<file path="src/rtl/ball_collision_gen2_pkg.sv">
// Shared pong definitions: collision codes, collision FSM state encoding and
// a small helper that tells the FSM whether a code ends the rally.
package ball_collision_gen2_pkg;

   localparam logic [2:0] COL_NONE    = 3'd0;
   localparam logic [2:0] COL_RPADDLE = 3'd1;
   localparam logic [2:0] COL_FLOOR   = 3'd2;
   localparam logic [2:0] COL_CEILING = 3'd3;
   localparam logic [2:0] COL_RMISS   = 3'd4;
   localparam logic [2:0] COL_LMISS   = 3'd5;
   localparam logic [2:0] COL_LPADDLE = 3'd6;

   typedef enum logic [1:0] {
      ST_ARMED  = 2'd0,
      ST_HOLD   = 2'd1,
      ST_SCORED = 2'd2
   } state_e;

   function automatic logic is_miss(input logic [2:0] code);
      return (code == COL_RMISS) || (code == COL_LMISS);
   endfunction

endpackage

</file>
<file path="src/rtl/ball_collision_gen2_collision_classifier.sv">
// Combinational priority classifier for ball/field/paddle contact, plus the
// paddle hit-zone computed with constant threshold comparators.
module collision_classifier
   import ball_collision_gen2_pkg::*;
#(
   parameter int W          = 10,
   parameter int BALL_SIZE  = 8,
   parameter int PADDLE_LEN = 80,
   parameter int TOP        = 73,
   parameter int BOTTOM     = 472,
   parameter int LEFT       = 8,
   parameter int RIGHT      = 600,
   parameter int PADDLE_W   = 8,
   parameter int PLAYERS    = 1,
   parameter int ZONES      = 4
) (
   input  logic [W-1:0]               ball_x_i,
   input  logic [W-1:0]               ball_y_i,
   input  logic [W-1:0]               paddle_r_y_i,
   input  logic [W-1:0]               paddle_l_y_i,
   output logic [2:0]                 code_o,
   output logic [$clog2(ZONES)-1:0]   zone_o
);

   localparam int ZW  = $clog2(ZONES);
   localparam int SEG = (PADDLE_LEN + BALL_SIZE) / ZONES;

   localparam logic [W:0] BS_C     = (W+1)'(BALL_SIZE);
   localparam logic [W:0] PLEN_C   = (W+1)'(PADDLE_LEN);
   localparam logic [W:0] TOP_C    = (W+1)'(TOP);
   localparam logic [W:0] BOTTOM_C = (W+1)'(BOTTOM);
   localparam logic [W:0] LEFT_C   = (W+1)'(LEFT);
   localparam logic [W:0] RIGHT_C  = (W+1)'(RIGHT);
   localparam logic [W:0] RP_LO_C  = (W+1)'(RIGHT - PADDLE_W);
   localparam logic [W:0] RP_HI_C  = (W+1)'(RIGHT - 1);
   localparam logic [W:0] LP_LO_C  = (W+1)'(LEFT);
   localparam logic [W:0] LP_HI_C  = (W+1)'(LEFT + PADDLE_W - 1);

   // One extra bit on every operand keeps the sums below from wrapping.
   logic [W:0] bx_s, by_s, bx_end_s, by_end_s;
   logic [W:0] pr_top_s, pr_bot_s, pl_top_s, pl_bot_s;
   logic [W:0] pad_top_s, off_s;
   logic       r_hit_s, l_hit_s;
   logic [2:0] code_s;
   logic [ZW-1:0] zone_s;

   assign bx_s     = {1'b0, ball_x_i};
   assign by_s     = {1'b0, ball_y_i};
   assign bx_end_s = bx_s + BS_C;
   assign by_end_s = by_s + BS_C;
   assign pr_top_s = {1'b0, paddle_r_y_i};
   assign pr_bot_s = pr_top_s + PLEN_C;
   assign pl_top_s = {1'b0, paddle_l_y_i};
   assign pl_bot_s = pl_top_s + PLEN_C;

   assign r_hit_s = (bx_end_s > RP_LO_C) && (bx_s <= RP_HI_C) &&
                    (by_end_s >= pr_top_s) && (by_s <= pr_bot_s);
   assign l_hit_s = (PLAYERS == 2) &&
                    (bx_end_s > LP_LO_C) && (bx_s <= LP_HI_C) &&
                    (by_end_s >= pl_top_s) && (by_s <= pl_bot_s);

   // Priority classification: misses first, then paddles, then walls.
   always_comb begin
      code_s = COL_NONE;
      if (bx_s < LEFT_C) begin
         code_s = COL_LMISS;
      end else if (bx_s >= RIGHT_C) begin
         code_s = COL_RMISS;
      end else if (r_hit_s) begin
         code_s = COL_RPADDLE;
      end else if (l_hit_s) begin
         code_s = COL_LPADDLE;
      end else if (by_s <= TOP_C) begin
         code_s = COL_CEILING;
      end else if (by_end_s >= BOTTOM_C) begin
         code_s = COL_FLOOR;
      end else begin
         code_s = COL_NONE;
      end
   end

   assign pad_top_s = (code_s == COL_LPADDLE) ? pl_top_s : pr_top_s;
   assign off_s     = (by_end_s >= pad_top_s) ? (by_end_s - pad_top_s) : '0;

   // Thermometer of constant thresholds k*SEG gives min(ZONES-1, off/SEG).
   always_comb begin
      zone_s = '0;
      if ((code_s == COL_RPADDLE) || (code_s == COL_LPADDLE)) begin
         for (int k = 1; k < ZONES; k++) begin
            zone_s = (off_s >= (W+1)'(k * SEG)) ? ZW'(k) : zone_s;
         end
      end else begin
         zone_s = '0;
      end
   end

   assign code_o = code_s;
   assign zone_o = zone_s;

endmodule

</file>
<file path="src/rtl/ball_collision_gen2.sv">
// Pong collision event generator: registers classified collisions into
// one-shot ColValid events with a holdoff window and a latched miss state.
module ball_collision_gen2
   import ball_collision_gen2_pkg::*;
#(
   parameter int W          = 10,
   parameter int BALL_SIZE  = 8,
   parameter int PADDLE_LEN = 80,
   parameter int TOP        = 73,
   parameter int BOTTOM     = 472,
   parameter int LEFT       = 8,
   parameter int RIGHT      = 600,
   parameter int PADDLE_W   = 8,
   parameter int PLAYERS    = 1,
   parameter int HOLDOFF    = 4,
   parameter int ZONES      = 4
) (
   input  logic                       Clk,
   input  logic                       Reset,
   input  logic                       GameEnable,
   input  logic                       ballPosReset,
   input  logic [W-1:0]               ballPosX,
   input  logic [W-1:0]               ballPosY,
   input  logic [W-1:0]               paddleRPosY,
   input  logic [W-1:0]               paddleLPosY,
   output logic [2:0]                 ColOut,
   output logic                       ColValid,
   output logic [$clog2(ZONES)-1:0]   HitZone,
   output logic                       Scored
);

   localparam int ZW    = $clog2(ZONES);
   localparam int CNT_W = (HOLDOFF > 0) ? $clog2(HOLDOFF + 1) : 1;
   localparam logic [CNT_W-1:0] HOLD_C = CNT_W'(HOLDOFF);

   logic [2:0]       class_code_s;
   logic [ZW-1:0]    class_zone_s;

   state_e           state_q, state_d;
   logic [2:0]       col_q, col_d;
   logic [ZW-1:0]    zone_q, zone_d;
   logic             valid_q, valid_d;
   logic             scored_q, scored_d;
   logic [CNT_W-1:0] cnt_q, cnt_d;

   collision_classifier #(
      .W          (W),
      .BALL_SIZE  (BALL_SIZE),
      .PADDLE_LEN (PADDLE_LEN),
      .TOP        (TOP),
      .BOTTOM     (BOTTOM),
      .LEFT       (LEFT),
      .RIGHT      (RIGHT),
      .PADDLE_W   (PADDLE_W),
      .PLAYERS    (PLAYERS),
      .ZONES      (ZONES)
   ) u_classifier (
      .ball_x_i     (ballPosX),
      .ball_y_i     (ballPosY),
      .paddle_r_y_i (paddleRPosY),
      .paddle_l_y_i (paddleLPosY),
      .code_o       (class_code_s),
      .zone_o       (class_zone_s)
   );

   // Next-state and output logic; with GameEnable low everything holds and ColValid drops.
   always_comb begin
      state_d = state_q;
      col_d   = col_q;
      zone_d  = zone_q;
      valid_d = 1'b0;
      cnt_d   = cnt_q;
      if (GameEnable) begin
         case (state_q)
            ST_ARMED: begin
               if (class_code_s != COL_NONE) begin
                  col_d   = class_code_s;
                  zone_d  = class_zone_s;
                  valid_d = 1'b1;
                  cnt_d   = CNT_W'(1);
                  state_d = is_miss(class_code_s) ? ST_SCORED : ST_HOLD;
               end else begin
                  cnt_d   = '0;
               end
            end
            ST_HOLD: begin
               if (is_miss(class_code_s)) begin
                  col_d   = class_code_s;
                  zone_d  = class_zone_s;
                  valid_d = 1'b1;
                  cnt_d   = '0;
                  state_d = ST_SCORED;
               end else if ((cnt_q >= HOLD_C) && (class_code_s == COL_NONE)) begin
                  col_d   = COL_NONE;
                  zone_d  = '0;
                  cnt_d   = '0;
                  state_d = ST_ARMED;
               end else begin
                  cnt_d   = (cnt_q < HOLD_C) ? (cnt_q + CNT_W'(1)) : cnt_q;
               end
            end
            ST_SCORED: begin
               state_d = ST_SCORED;
            end
            default: begin
               state_d = ST_ARMED;
               col_d   = COL_NONE;
               zone_d  = '0;
               cnt_d   = '0;
            end
         endcase
      end else begin
         valid_d = 1'b0;
      end
      scored_d = (state_d == ST_SCORED);
   end

   // State and output registers; round restart clears exactly like Reset.
   always_ff @(posedge Clk) begin
      if (Reset || ballPosReset) begin
         state_q  <= ST_ARMED;
         col_q    <= COL_NONE;
         zone_q   <= '0;
         valid_q  <= 1'b0;
         scored_q <= 1'b0;
         cnt_q    <= '0;
      end else begin
         state_q  <= state_d;
         col_q    <= col_d;
         zone_q   <= zone_d;
         valid_q  <= valid_d;
         scored_q <= scored_d;
         cnt_q    <= cnt_d;
      end
   end

   assign ColOut   = col_q;
   assign ColValid = valid_q;
   assign HitZone  = zone_q;
   assign Scored   = scored_q;

endmodule

</file>
<file path="config.mk">
export PLATFORM = sky130hd
export DESIGN_NAME = ball_collision_gen2
export DESIGN_NICKNAME = d
export VERILOG_FILES = /design/src/rtl/ball_collision_gen2_pkg.sv /design/src/rtl/ball_collision_gen2_collision_classifier.sv /design/src/rtl/ball_collision_gen2.sv
export SDC_FILE = /design/constraint.sdc
export NUM_CORES = 1
export LEC_CHECK = 0
export BUFFER_PORTS_ARGS = -buffer_cell sky130_fd_sc_hd__buf_4
export CAP_MARGIN = 20
export CORE_ASPECT_RATIO = 0.7
export CORE_MARGIN = 3
export CORE_UTILIZATION = 25
export DETAILED_ROUTE_END_ITERATION = 7
export MAX_ROUTING_LAYER = met4
export PLACE_DENSITY_LB_ADDON = 0.25
export RECOVER_POWER = 25
export SETUP_SLACK_MARGIN = 0.05
export SLEW_MARGIN = 10
export SYNTH_ARGS = -nofsm -noshare
export SYNTH_HDL_FRONTEND = slang
export SYNTH_SLANG_ARGS = --single-unit
</file>
<file path="constraint.sdc">
create_clock -name Clk -period 2.9 [get_ports Clk]
set_input_delay 0 -clock Clk [delete_from_list [all_inputs] [get_ports Clk]]
set_output_delay 0 -clock Clk [all_outputs]
set_load 0.02 [all_outputs]
</file>
* After elaboration in Yosys (flattened, before gate mapping)
Index checks and enable logic that the tools add are counted.
Cells by class: bitwise gates (word level) 2, add/sub/neg operators 5, reductions and logical operators 13, magnitude comparators 14, equality and inequality tests 10, muxes and demuxes 33
Operator list (count):
- $mux 3 | 10
- $mux 2 | 12
- $add 10x4->11 const B | 2
- $pmux 3 s3 | 2
- $pmux 2 s3 | 2
- $add 10x7->11 const B | 1
- $ge 11x10->1 | 1
- $ge 11x11->1 | 1
- $ge 11x5->1 const B | 1
- $ge 11x6->1 const B | 1
- $ge 11x7->1 const B | 1
- $ge 11x9->1 const B | 1
- $gt 11x10->1 const B | 1
- $le 10x11->1 | 1
- $mux 11 | 1
- $sub 11x11->11 | 1
- $ge 10x10->1 const B | 1
- $le 10x10->1 const B | 1
- $le 10x7->1 const B | 1
- $lt 10x4->1 const B | 1
- $mux 10 | 1
- $eq 3x3->1 const B | 3
- $eq 2x2->1 const B | 2
- $logic_and 1x1->1 | 4
- other kinds (18) | 24
Storage, ports and cells: bits of input ports 44, word-level logic and storage cells 83, output and inout bits 7, bits in registers 12

* Depth between registers and ports, before layout
word-level depth 19, depth in mapped cells 13

* By module
A second synthesis with hierarchy kept.
Unflattened totals: cell total of the unflattened synthesis 287, area total of the unflattened synthesis 2183.3 sq um
Modules (own cells, without submodules):
- collision_classifier | area each 1559.0 sq um, times used 1, cells each 221, seq. area each 0.0 sq um
- ball_collision_gen2 | area each 624.3 sq um, times used 1, cells each 66, seq. area each 240.2 sq um

* Worst setup path before layout
OpenSTA, ideal clock, no wires.
path kind input to register, start in ballPosY[3], end reg zone_q[1], in the netlist HitZone[1], stages 13, setup slack 0.261 ns, buffers on the path 0, data arrival time 2.512 ns, data required time 2.773 ns, setup time 0.127 ns, path through ha_1 nand3_1 or3_1 nand2_1 ha_1 nand3_1 a311oi_1 a2111oi_0 a22oi_1 a21boi_2 nor3_1 o31a_1 mux2i_1
On the way: cells in the longest elaborated chain, start to end 17, elaborated cells on any way between the ends 36, those cells by class add/sub: 2; order compare: 7; eq/ne: 6; mux: 13; reduce/logical: 8
RTL lines:
- from (decl) | line ball_collision_gen2.sv:23 | input logic [W-1:0] ballPosY,
- $add 10x4->11 | line ball_collision_gen2_collision_classifier.sv:50 | assign by_end_s = by_s + BS_C;
- $ge 11x9->1 / $ge 11x10->1 (equally long branches) | line ball_collision_gen2_collision_classifier.sv:75, ball_collision_gen2_collision_classifier.sv:57
- $mux 2 / $logic_and 1x1->1 (equally long branches) | line ball_collision_gen2_collision_classifier.sv:75, ball_collision_gen2_collision_classifier.sv:56
- $mux 3 / $logic_and 1x1->1 (equally long branches) | line ball_collision_gen2_collision_classifier.sv:73, ball_collision_gen2_collision_classifier.sv:57
- $mux 3 | line ball_collision_gen2_collision_classifier.sv:69 | end else if (r_hit_s) begin
- $mux 3 | line ball_collision_gen2_collision_classifier.sv:67 | end else if (bx_s >= RIGHT_C) begin
- $mux 3 | line ball_collision_gen2_collision_classifier.sv:65 | if (bx_s < LEFT_C) begin
- $eq 3x3->1 | line ball_collision_gen2_collision_classifier.sv:82, ball_collision_gen2_collision_classifier.sv:88
- $mux 10 | line ball_collision_gen2_collision_classifier.sv:82 | assign pad_top_s = (code_s == COL_LPADDLE) ? pl_top_s : pr_top_s;
- $sub 11x11->11 / $ge 11x11->1 (equally long branches) | line ball_collision_gen2_collision_classifier.sv:83 | assign off_s = (by_end_s >= pad_top_s) ? (by_end_s - pad_top_s) : '0;
- $mux 11 | line ball_collision_gen2_collision_classifier.sv:83
- $ge 11x6->1 | line ball_collision_gen2_collision_classifier.sv:90 | zone_s = (off_s >= (W+1)'(k * SEG)) ? ZW'(k) : zone_s;
- $mux 2 (2 in series) | line ball_collision_gen2_collision_classifier.sv:90
- $mux 2 | line ball_collision_gen2_collision_classifier.sv:88 | if ((code_s == COL_RPADDLE) || (code_s == COL_LPADDLE)) begin
- $mux 2 (on tied branches) | line ball_collision_gen2.sv:87, ball_collision_gen2.sv:76
- $pmux 2 s3 | line ball_collision_gen2.sv:74 | case (state_q)
- to (signal assigned) | line ball_collision_gen2.sv:130 | zone_q <= zone_d;
- to (decl) | line ball_collision_gen2.sv:41 | logic [ZW-1:0] zone_q, zone_d;
Parallel ways exist; a longest one is shown, timed or not. The select of a mux whose other input is x is not followed. A chain may end at the register's enable or synchronous reset.

* Worst setup path in the final report
start in ballPosY[3], end reg col_q[1], in the netlist ColOut[1]
On the way: cells in the longest elaborated chain, start to end 11, elaborated cells on any way between the ends 24, those cells by class add/sub: 1; order compare: 4; eq/ne: 4; mux: 8; reduce/logical: 7
RTL lines:
- $add 10x4->11 | line ball_collision_gen2_collision_classifier.sv:50
- $ge 11x9->1 / $ge 11x10->1 (equally long branches) | line ball_collision_gen2_collision_classifier.sv:75, ball_collision_gen2_collision_classifier.sv:57
- $mux 2 / $logic_and 1x1->1 (equally long branches) | line ball_collision_gen2_collision_classifier.sv:75, ball_collision_gen2_collision_classifier.sv:56
- $mux 3 / $logic_and 1x1->1 (equally long branches) | line ball_collision_gen2_collision_classifier.sv:73, ball_collision_gen2_collision_classifier.sv:57
- $mux 3 * | line ball_collision_gen2_collision_classifier.sv:69
- $mux 3 * | line ball_collision_gen2_collision_classifier.sv:67
- $mux 3 * | line ball_collision_gen2_collision_classifier.sv:65
- $eq 3x3->1 / $logic_not 3->1 (equally long branches) | line ball_collision_gen2_pkg.sv:20, ball_collision_gen2.sv:93
- $logic_or 1x1->1 / $logic_and 1x1->1 (equally long branches) | line ball_collision_gen2_pkg.sv:20, ball_collision_gen2.sv:93
- $ne 3x3->1 (no line) / $mux 3 (equally long branches)
- $reduce_and 4->1 (no line) / $pmux 3 s3 (equally long branches)
- to (signal assigned) | line ball_collision_gen2.sv:129 | col_q <= col_d;
- to (decl) | line ball_collision_gen2.sv:40 | logic [2:0] col_q, col_d;
Mark *: on every way between the ends. The rest lies on a longest branch, timed or not. The select of a mux whose other input is x is not followed.

==> results.json <==
{
  "vias": 2363,
  "timing.slew.headroom_pct": 67.5,
  "sequential_cell_area_um2": 240,
  "core.rowCount": 28,
  "power_switching_uw": 306,
  "clkPwrFrac_pct": 28.5,
  "post_cts_resized": 0,
  "die_wd_um": 120,
  "globalRouteOverflowTotal": 0,
  "max_cap_check_violation_count": 0,
  "worst_setup_hold_path_clk_slew_ns": 0.04,
  "seq_power_share_pct": 20.5,
  "nNetsFinal": 443,
  "commonest_cells_after_routing_fill_and_taps_aside": "50 x buf_4, 35 x inv_1, 34 x ha_1",
  "postSynthCellCount": 314,
  "final_common_cell": "buf_4",
  "number_of_antenna_violations_at_the_first_check_in_global_routing": 0,
  "num-fill-cells": 942,
  "synth.yosys.seq_area_share_pct": 10.6,
  "final-max-slew-violation-count": 0,
  "post_cts_hold_buffer_count": 0,
  "finalSetupViolCount": 0,
  "whs_path_depth": 2,
  "dp_worst_setup_slack_ns": 0.00796,
  "crit_fanout": 5,
  "synth.yosys.warnings": 0,
  "critical_r2r_launch": "state_q[1]$_SDFF_PP0_",
  "worstPathArrival_ns": 2.84,
  "min_from": "GameEnable",
  "leakagePower_uw": 0.00127,
  "report.final.hold_viol_count": 0,
  "pin_count_of_the_biggest_net_entering_global_routing": 12,
  "area.growth.synth_to_final_pct": 25.4,
  "run_status": "complete, no violations",
  "synth.ff_latch_count": 12,
  "setup.worst_path.end_class": "flop",
  "startpoint": "ballPosY[3]",
  "layout_worst_path_cycle_share_pct": 92.4,
  "post-place-cells": 479,
  "worstRegToRegCells": 6,
  "drt-initial-drc-count": 126,
  "syn-mean-instance-area_um2": 7.24,
  "place_congestion": 0.850,
  "multi_input_comb_area_um2": 1860,
  "synth_edf_count": 0,
  "routed_wl_um": 6240,
  "crit_path_start_kind": "primary input",
  "grt_resource_usage_total_pct": 12.8,
  "timing.hold.worst_endpoint": "state_q[1]$_SDFF_PP0_",
  "p_sw_share_pct": 36.0,
  "synth-async-reset-ratio_pct": 0,
  "layout_setup_ws_ns": 0.221,
  "post_drt_via_cell_ratio": 4.90,
  "cts_buffer_depth": 2,
  "period_needed_ns": 2.68,
  "detailed_route_drc_error_count": 0,
  "final_cell_count_no_fill": 482,
  "ctsRootBufferMaster": "clkbuf_16",
  "timing.setup.tns_ns": 0,
  "grt_pass1_vias": 2271,
  "postSynth.topFlopCell": "dfxtp_1",
  "power.combinational.fraction_pct": 51.0,
  "worst_skew_pair.late_latency_ns": 0.24,
  "post_synth_instance_area_um2": 2270,
  "clock.fmax_mhz": 373,
  "ctsHtreeMaxLevel": 1,
  "die_h_um": 85.8,
  "setup_crit_path_kind": "primary input to flop",
  "overall_die_area_um2": 10300,
  "wire_length_per_cell_um": 12.9,
  "drive_gt1_share_pct": 17.1,
  "p_per_area_nw_per_um2": 298,
  "finalHoldWorstSlack_ns": 0.0535,
  "synth.net_count": 393,
  "cts_setup_buffers": 0,
  "coreArea_um2": 8650,
  "design_power_total_uw": 850,
  "yosysUniqueCellTypes": 61,
  "tritoncts": "done",
  "post-dp-hpwl_um": 5340,
  "required_ns": 3.06,
  "worst_clock_skew_ns": 0.00132,
  "tritoncts_num_sinks": 12,
  "p_int_uw": 544,
  "global_route_wire_length_before_repair_um": 10800,
  "drtAntennaViolNets": 0,
  "min_path_type": "primary input to flop",
  "num_antenna_cells": 0,
  "worstMarginPinSlew_ns": 0.486,
  "timing.rr.end": "HitZone[0]$_SDFFE_PP0P_",
  "cts-buffers-inserted": 3,
  "ios": 51,
  "detail_route.first_pass.iterations": 4,
  "io_buffer_count": 40,
  "start_util_pct": 26.3,
  "reg2reg_setup_slack_ns": 1.42,
  "ir_worst_vdd_v": 0.000178,
  "grt_setup_unrepaired": "false"
}
==> cell usage after synthesis (4+ instances only) <==
| cell type | instances | area, um^2 |
|---|---|---|
| a21o_1 | 6 | 45.0 |
| nor2_1 | 22 | 82.6 |
| clkbuf_1 | 6 | 22.5 |
| nor4b_1 | 4 | 35.0 |
| nand3_1 | 9 | 45.0 |
| nor3_1 | 11 | 55.1 |
| a211oi_1 | 5 | 37.5 |
| nor2b_1 | 5 | 31.3 |
| nor3b_1 | 4 | 30.0 |
| nand4_1 | 7 | 43.8 |
| o211ai_1 | 5 | 37.5 |
| xnor2_1 | 11 | 96.3 |
| dfxtp_1 | 12 | 240 |
| a21oi_1 | 19 | 95.1 |
| ha_1 | 34 | 425 |
| nand3b_1 | 5 | 37.5 |
| or2_2 | 5 | 31.3 |
| nand2_1 | 24 | 90.1 |
| inv_1 | 35 | 131 |
| xor2_1 | 5 | 43.8 |
| o21ai_0 | 16 | 80.1 |
==> kinds of logic after synthesis <==
| group | count (synthesis) | share of synthesized area (%) |
|---|---|---|
| xor+xnor | 16 | 6.16 |
| mux | 3 | 1.32 |
| compound gates | 87 | 26.5 |
| buf+inv | 44 | 7.48 |
| flops | 12 | 10.6 |
| simple gates | 117 | 28.4 |
| fa+ha+maj | 35 | 19.6 |
==> routing by layer <==
layer / GRT usage [%] / up-vias / share of wire (%)
met5: - / - / 0
met4: 2.08 / 0 / 0.61
met2: 17.6 / 47 / 41
met3: 1.45 / 6 / 4.0
met1: 19.9 / 1052 / 54
li1: - / 1258 / -
==> power groups by stage <==
stage	registers, uW	logic (uW)	clock network (uW)
after floorplan	177	287	0
after global placement	177	429	0
after global routing	174	490	258
after CTS	174	434	250
after detailed placement	177	432	0
final	174	433	242
==> through the flow <==
stage	area (um^2)	util [%]
6_report	2850	32.9
3_3_place_gp	2790	32.2
4_1_cts	2870	33.1
5_1_grt	2850	32.9
2_1_floorplan	2270	-
3_5_place_dp	2790	32.2
==> worst max-delay path, stage by stage <==
cell	delay, ns
buf_4	0.09
ha_1	0.16
nand3_1	0.11
or3_1	0.38
nand2_1	0.11
ha_1	0.25
nand3_1	0.10
a311oi_1	0.06
a2111oi_0	0.47
a22oi_1	0.23
a21boi_2	0.21
and3_1	0.17
o31a_1	0.29
mux2i_1	0.21
==> how the worst max path moves through the flow <==
stage	endpoint
after floorplan	HitZone[1]$_SDFFE_PP0P_
after global placement	ColOut[0]$_SDFFE_PP0P_
after detailed placement	ColOut[1]$_SDFFE_PP0P_
after CTS	ColOut[1]$_SDFFE_PP0P_
after global routing	HitZone[1]$_SDFFE_PP0P_
final	ColOut[1]$_SDFFE_PP0P_
==> cell type report <==
cell class              count  share of cell area [%]
clock buffers               3                    2.63
inverters                  35                    4.61
multi-input cells         258                    65.4
flip-flops and latches     12                    8.43
repair buffers             54                    13.7
well taps                 120                    5.27
==> registers in the layout, summed over array words and instances (netlist names) <==
register  cells
ColOut        3
cnt_q         3
HitZone       2
state_q       2
ColValid      1
Scored        1
Power figures use the tool's default switching activity.
